## config.mk

```make
export PLATFORM = sky130hd
export DESIGN_NAME = dpram_bit_reader
export DESIGN_NICKNAME = d
export VERILOG_FILES = /design/src/rtl/dpram_bit_reader_pkg.sv /design/src/rtl/dpram_bit_reader.sv
export SDC_FILE = /design/constraint.sdc
export NUM_CORES = 1
export LEC_CHECK = 0
export CORE_UTILIZATION = 53
export DETAILED_ROUTE_END_ITERATION = 12
export GPL_TIMING_DRIVEN = 0
export PLACE_DENSITY = 0.85
export RECOVER_POWER = 25
export SETUP_SLACK_MARGIN = 0.5
export SKIP_LAST_GASP = 1
export SLEW_MARGIN = 20
export SYNTH_ARGS = -nofsm -noshare
export SYNTH_HDL_FRONTEND = slang
export SYNTH_SLANG_ARGS = --single-unit
```

## constraint.sdc

```tcl
create_clock -name clk -period 3.35 [get_ports clk]
set_input_delay 0.5025 -clock clk [delete_from_list [all_inputs] [get_ports clk]]
set_output_delay 0.5025 -clock clk [all_outputs]
set_load 0.005 [all_outputs]
```

## src/rtl/dpram_bit_reader_pkg.sv

```systemverilog
// Shared types and default widths for the packet-RAM bit reader.
// State encoding is fixed so the FSM can be identified in debug dumps.
package dpram_bit_reader_pkg;

  localparam int unsigned BTLE_RAM_DATA_WIDTH    = 8;
  localparam int unsigned BTLE_RAM_ADDRESS_WIDTH = 11;
  localparam int unsigned BTLE_RAM_LEN_WIDTH     = 12;

  typedef enum logic [1:0] {
    ST_IDLE  = 2'd0,
    ST_LOAD  = 2'd1,
    ST_SHIFT = 2'd2,
    ST_DONE  = 2'd3
  } state_t;

endpackage

```

## src/rtl/dpram_bit_reader.sv

```systemverilog
// Walks a word region of the packet RAM and serializes it LSB-first onto a
// valid/ready bit stream; one packet per start pulse, done pulse at the end.
module dpram_bit_reader
  import dpram_bit_reader_pkg::*;
#(
  parameter int unsigned DATA_WIDTH    = BTLE_RAM_DATA_WIDTH,
  parameter int unsigned ADDRESS_WIDTH = BTLE_RAM_ADDRESS_WIDTH,
  parameter int unsigned LEN_WIDTH     = BTLE_RAM_LEN_WIDTH
) (
  input  logic                     clk,
  input  logic                     rst,
  input  logic                     start,
  input  logic [ADDRESS_WIDTH-1:0] start_addr,
  input  logic [LEN_WIDTH-1:0]     num_word,
  output logic                     busy,
  output logic                     done,
  output logic [ADDRESS_WIDTH-1:0] read_address,
  input  logic [DATA_WIDTH-1:0]    read_data,
  output logic                     bit_out,
  output logic                     bit_valid,
  input  logic                     bit_ready,
  output logic                     bit_last
);

  localparam int unsigned IDX_W = (DATA_WIDTH > 1) ? $clog2(DATA_WIDTH) : 1;
  localparam logic [IDX_W-1:0] LAST_IDX = IDX_W'(DATA_WIDTH - 1);

  state_t                   r_state;
  logic [ADDRESS_WIDTH-1:0] r_addr;
  logic [DATA_WIDTH-1:0]    r_shreg;
  logic [IDX_W-1:0]         r_bit_idx;
  logic [LEN_WIDTH-1:0]     r_words_left;
  logic                     r_busy;
  logic                     r_done;
  logic                     r_valid;
  logic                     r_last;
  logic                     r_bit_out;

  state_t                   w_state_nxt;
  logic [ADDRESS_WIDTH-1:0] w_addr_nxt;
  logic [DATA_WIDTH-1:0]    w_shreg_nxt;
  logic [IDX_W-1:0]         w_bit_idx_nxt;
  logic [LEN_WIDTH-1:0]     w_words_left_nxt;
  logic                     w_busy_nxt;
  logic                     w_done_nxt;
  logic                     w_valid_nxt;
  logic                     w_last_nxt;
  logic                     w_bit_out_nxt;

  // Next-state and datapath decode; outputs are computed from next values
  // so every port is a flop.
  always_comb begin
    w_state_nxt      = r_state;
    w_addr_nxt       = r_addr;
    w_shreg_nxt      = r_shreg;
    w_bit_idx_nxt    = r_bit_idx;
    w_words_left_nxt = r_words_left;

    case (r_state)
      ST_IDLE: begin
        if (start) begin
          if (num_word == '0) begin
            w_state_nxt = ST_DONE;
          end else begin
            w_addr_nxt       = start_addr;
            w_words_left_nxt = num_word - LEN_WIDTH'(1);
            w_state_nxt      = ST_LOAD;
          end
        end
      end
      ST_LOAD: begin
        w_shreg_nxt   = read_data;
        w_addr_nxt    = r_addr + ADDRESS_WIDTH'(1);
        w_bit_idx_nxt = '0;
        w_state_nxt   = ST_SHIFT;
      end
      ST_SHIFT: begin
        if (bit_ready) begin
          if (r_bit_idx != LAST_IDX) begin
            w_shreg_nxt   = r_shreg >> 1;
            w_bit_idx_nxt = r_bit_idx + IDX_W'(1);
          end else if (r_words_left != '0) begin
            // Next word is already on read_data: reload without a bubble.
            w_shreg_nxt      = read_data;
            w_addr_nxt       = r_addr + ADDRESS_WIDTH'(1);
            w_words_left_nxt = r_words_left - LEN_WIDTH'(1);
            w_bit_idx_nxt    = '0;
          end else begin
            w_state_nxt = ST_DONE;
          end
        end
      end
      ST_DONE: begin
        w_state_nxt = ST_IDLE;
      end
      default: begin
        w_state_nxt = ST_IDLE;
      end
    endcase

    w_busy_nxt    = (w_state_nxt != ST_IDLE);
    w_done_nxt    = (w_state_nxt == ST_DONE);
    w_valid_nxt   = (w_state_nxt == ST_SHIFT);
    w_bit_out_nxt = w_valid_nxt & w_shreg_nxt[0];
    w_last_nxt    = w_valid_nxt && (w_words_left_nxt == '0) && (w_bit_idx_nxt == LAST_IDX);
  end

  // State and datapath registers.
  always_ff @(posedge clk or negedge rst) begin
    if (!rst) begin
      r_state      <= ST_IDLE;
      r_addr       <= '0;
      r_shreg      <= '0;
      r_bit_idx    <= '0;
      r_words_left <= '0;
      r_busy       <= 1'b0;
      r_done       <= 1'b0;
      r_valid      <= 1'b0;
      r_last       <= 1'b0;
      r_bit_out    <= 1'b0;
    end else begin
      r_state      <= w_state_nxt;
      r_addr       <= w_addr_nxt;
      r_shreg      <= w_shreg_nxt;
      r_bit_idx    <= w_bit_idx_nxt;
      r_words_left <= w_words_left_nxt;
      r_busy       <= w_busy_nxt;
      r_done       <= w_done_nxt;
      r_valid      <= w_valid_nxt;
      r_last       <= w_last_nxt;
      r_bit_out    <= w_bit_out_nxt;
    end
  end

  assign busy         = r_busy;
  assign done         = r_done;
  assign read_address = r_addr;
  assign bit_valid    = r_valid;
  assign bit_last     = r_last;
  assign bit_out      = r_bit_out;

endmodule

```

==> summary.txt <==
Outcome
  – Status: finished clean

Final layout
  – Area grow syn2layout: 33.9%
  – Fin area: 3650 µm²
  – Nets: 424
  – Fillers: 341
  – Layout cells sized above 1: 0.166
  – Area of the multi-input gates: 1710 µm²
  – N_diodes: 0
  – Storage element area: 1030 µm²

Timing
  – Final Hold Viols: 0
  – Final Slew Violations: 0
  – Unrepaired setup endpoints after global routing: yes
  – Hold Slack: 0.242 ns
  – Fmax: 342 MHz
  – Final setup viols: 0
  – Rel. slew slack: 0.0165
  – Period Utilization, post-route: 0.874
  – Post-route minimum period: 2.93 ns
  – Worst Max-Slew Pin Slew: 1.48 ns
  – Clock skew: 0.0105 ns

Clocking
  – CTS tree: built
  – Sink Count: 41
  – Clock slew at reported path FFs: 0.09 ns
  – Clock Latency Late Sink: 0.30 ns
  – CTS buffer count: 5
  – Clock Path Buffers: 2
  – H-tree Lvls: 2
  – Clock root buffer: clkbuf_8

Setup path
  – CP Cell Sequence: clkdlybuf4s50_1 > nand2_1 > o21ai_2 > o21ai_1 > a221o_1 > a2111o_1 > or4_4 > nor4b_4
  – Critical path arrival: 3.14 ns
  – CP max FO: 8
  – Critical path required time: 3.56 ns
  – CP max stage cell: clkdlybuf4s50_1
  – FF-to-FF End: bit_last
  – CP delay by family, top: compound AO/OA/AOI/OAI gates
  – CP Buf/Inv Count: 1
  – Setup crit start kind: input pin
  – Critical path's largest stage delay: 0.65 ns
  – R2R depth: 9
  – R2R Setup Slk: 0.46 ns
  – Crit path capture type: flip-flop
  – Reg2reg start: r_words_left[0]
  – CP Class: in -> reg

Floorplanning
  – Die X: 73.7 µm
  – Die H: 73.7 µm
  – Initial Utilization: 0.563
  – Core area: 4850 µm²
  – Die ar.: 5440 µm²
  – Ports: 51
  – FP Rows: 25

Synth
  – Post-synth EDFFs: 0
  – Asr flop ratio synth: 1.00
  – Avg Inst Size Synth: 8.94 µm²
  – Yosys warning count: 0
  – Netlist Area Pre-Place: 2730 µm²
  – Post-Syn Nets: 351
  – Top cell type's share of synthesized area: 0.376
  – Dominant cell type by area after synthesis: dfrtp_1
  – Register area share after synthesis: 0.376
  – #FFs+latches synth: 41
  – Number of distinct library cells after synthesis: 62
  – Predominant post-synthesis flop cell: dfrtp_1
  – Post-Syn Instances: 305
  – Ranking of synthesized cells by area: dfrtp_1, o21ai_0, ha_1

Placement
  – Port bufs: 50
  – DP Wirelength: 5180 µm
  – Placer's final routability congestion estimate: 0.945
  – Placed cell area: 3330 µm²

Pwr
  – Total power: 0.00315 W
  – PwrDens: 862 nW/µm²
  – Pleak: 1.52 nW
  – VDD IR max: 576 µV

GRT
  – Antenna violations before repair: 0
  – Total track usage: 0.278
  – Largest net degree at the start of global routing: 29
  – Number of global-route vias before repair: 2462
  – Global-route wire length before repair: 11300 µm
  – Grt ovf: 0

Route
  – Initial DRC count: 156
  – Routed vias: 2736
  – Routed Antenna Nets: 0
  – DRC viols: 0
  – Post-DR wirelength/cell: 16.5 µm
  – DR pass1 iterations: 7
  – Post-Route WL: 7350 µm
  – Via density: 6.13

Min path
  – Min-delay worst type: in -> async

Run
  – Max Cap Viol: 0
## power breakdown
group / total [W] / switching (W) / internal, W
logic: 0.00177 / 0.000969 / 0.000806
registers: 0.000948 / 0.000232 / 0.000716
clock network: 0.000427 / 0.000184 / 0.000242
total: 0.00315 / 0.00138 / 0.00176
## placed cells by master, fill, tap and decap left out, drive strengths merged, types with 8 or more instances in the layout
cell type	count
ha	11
nand3	14
buf	18
clkbuf	15
o22ai	9
and3	10
inv	13
xnor2	9
o21ai	32
nor2	28
clkdlybuf4s50	42
dfrtp	41
a22oi	8
nand2	26
a21oi	17
## logic make-up (layout without fill, tap and decap cells)
logic type      Yosys count  after routing  synth area share
buf+inv                  23             97            0.0344
mux                       1              1           0.00367
xor+xnor                 13             13            0.0417
flops                    41             41             0.376
simple gates            121            121             0.263
compound gates           95             95             0.230
fa+ha+maj                11             11            0.0505
## layout make-up
class | count | area share
inverters | 13 | 0.0134
repair buffers | 66 | 0.167
multi-input cells | 241 | 0.467
clock inverters | 2 | 0.0103
plain buffers | 10 | 0.0154
well taps | 67 | 0.0229
flip-flops and latches | 41 | 0.281
clock buffers | 6 | 0.0226
## synth_stat cells (2+ instances only)
cell / instances
dfrtp_1: 41
o21ai_0: 29
nor2_1: 27
nand2_1: 26
a21oi_1: 17
nand3_1: 14
inv_1: 12
ha_1: 11
and3_1: 9
clkbuf_1: 9
o22ai_1: 9
xnor2_1: 9
a22oi_1: 8
or4_1: 5
nand4_1: 4
nor3_1: 4
nor3b_1: 4
xor2_1: 4
a211o_1: 3
and2_1: 3
nand2b_1: 3
nor4_1: 3
o21ai_1: 3
a221o_1: 2
a311oi_1: 2
a32oi_1: 2
a41oi_1: 2
and3b_1: 2
nor4_4: 2
nor4b_4: 2
o211ai_1: 2
or3_1: 2
## layer usage
metal	vias to the layer above	wire length (µm)	global-route usage
met4	0	126	0.0812
met1	1333	3100	0.353
li1	1291	-	-
met5	-	0	0
met3	12	426	0.0535
met2	100	3690	0.479
## sequential cells by signal, indices dropped and copies added, names as in the netlist, 2 cells and up
signal and count:
r_bit_idx 3, r_shreg 8, r_state 2, r_words_left 12, read_address 11
## worst max path at each step
stage	startpoint	endpoint	slack, ns	cells after the start
global placement	num_word[0]	bit_last	-0.16	10
detailed placement	num_word[0]	bit_last	-0.21	10
CTS	num_word[4]	bit_last	0.49	9
floorplan	r_words_left[1]	bit_last	0.64	9
global route	r_words_left[0]	bit_last	0.37	9
finish	bit_ready	bit_last	0.42	8
## metrics by stage
stage,instances,setup slack [ns],util,TNS [ns]
finish,446,0.423,0.754,0
global route,446,0.373,0.754,0
CTS,439,0.494,0.733,0
detailed placement,423,-0.209,0.686,-0.209
global placement,422,-0.160,0.683,-0.160
floorplan,305,0.642,-,0
## timing repair
item                       CTS  global route
setup endpoints to repair   10             7
cloned                       0             0
resized for setup           24            25
hold endpoints to repair     0             0
buffers inserted             8             7
hold buffers                 0             0
pin swaps                    4             4
No activity file was read; power rests on OpenSTA's default activity.
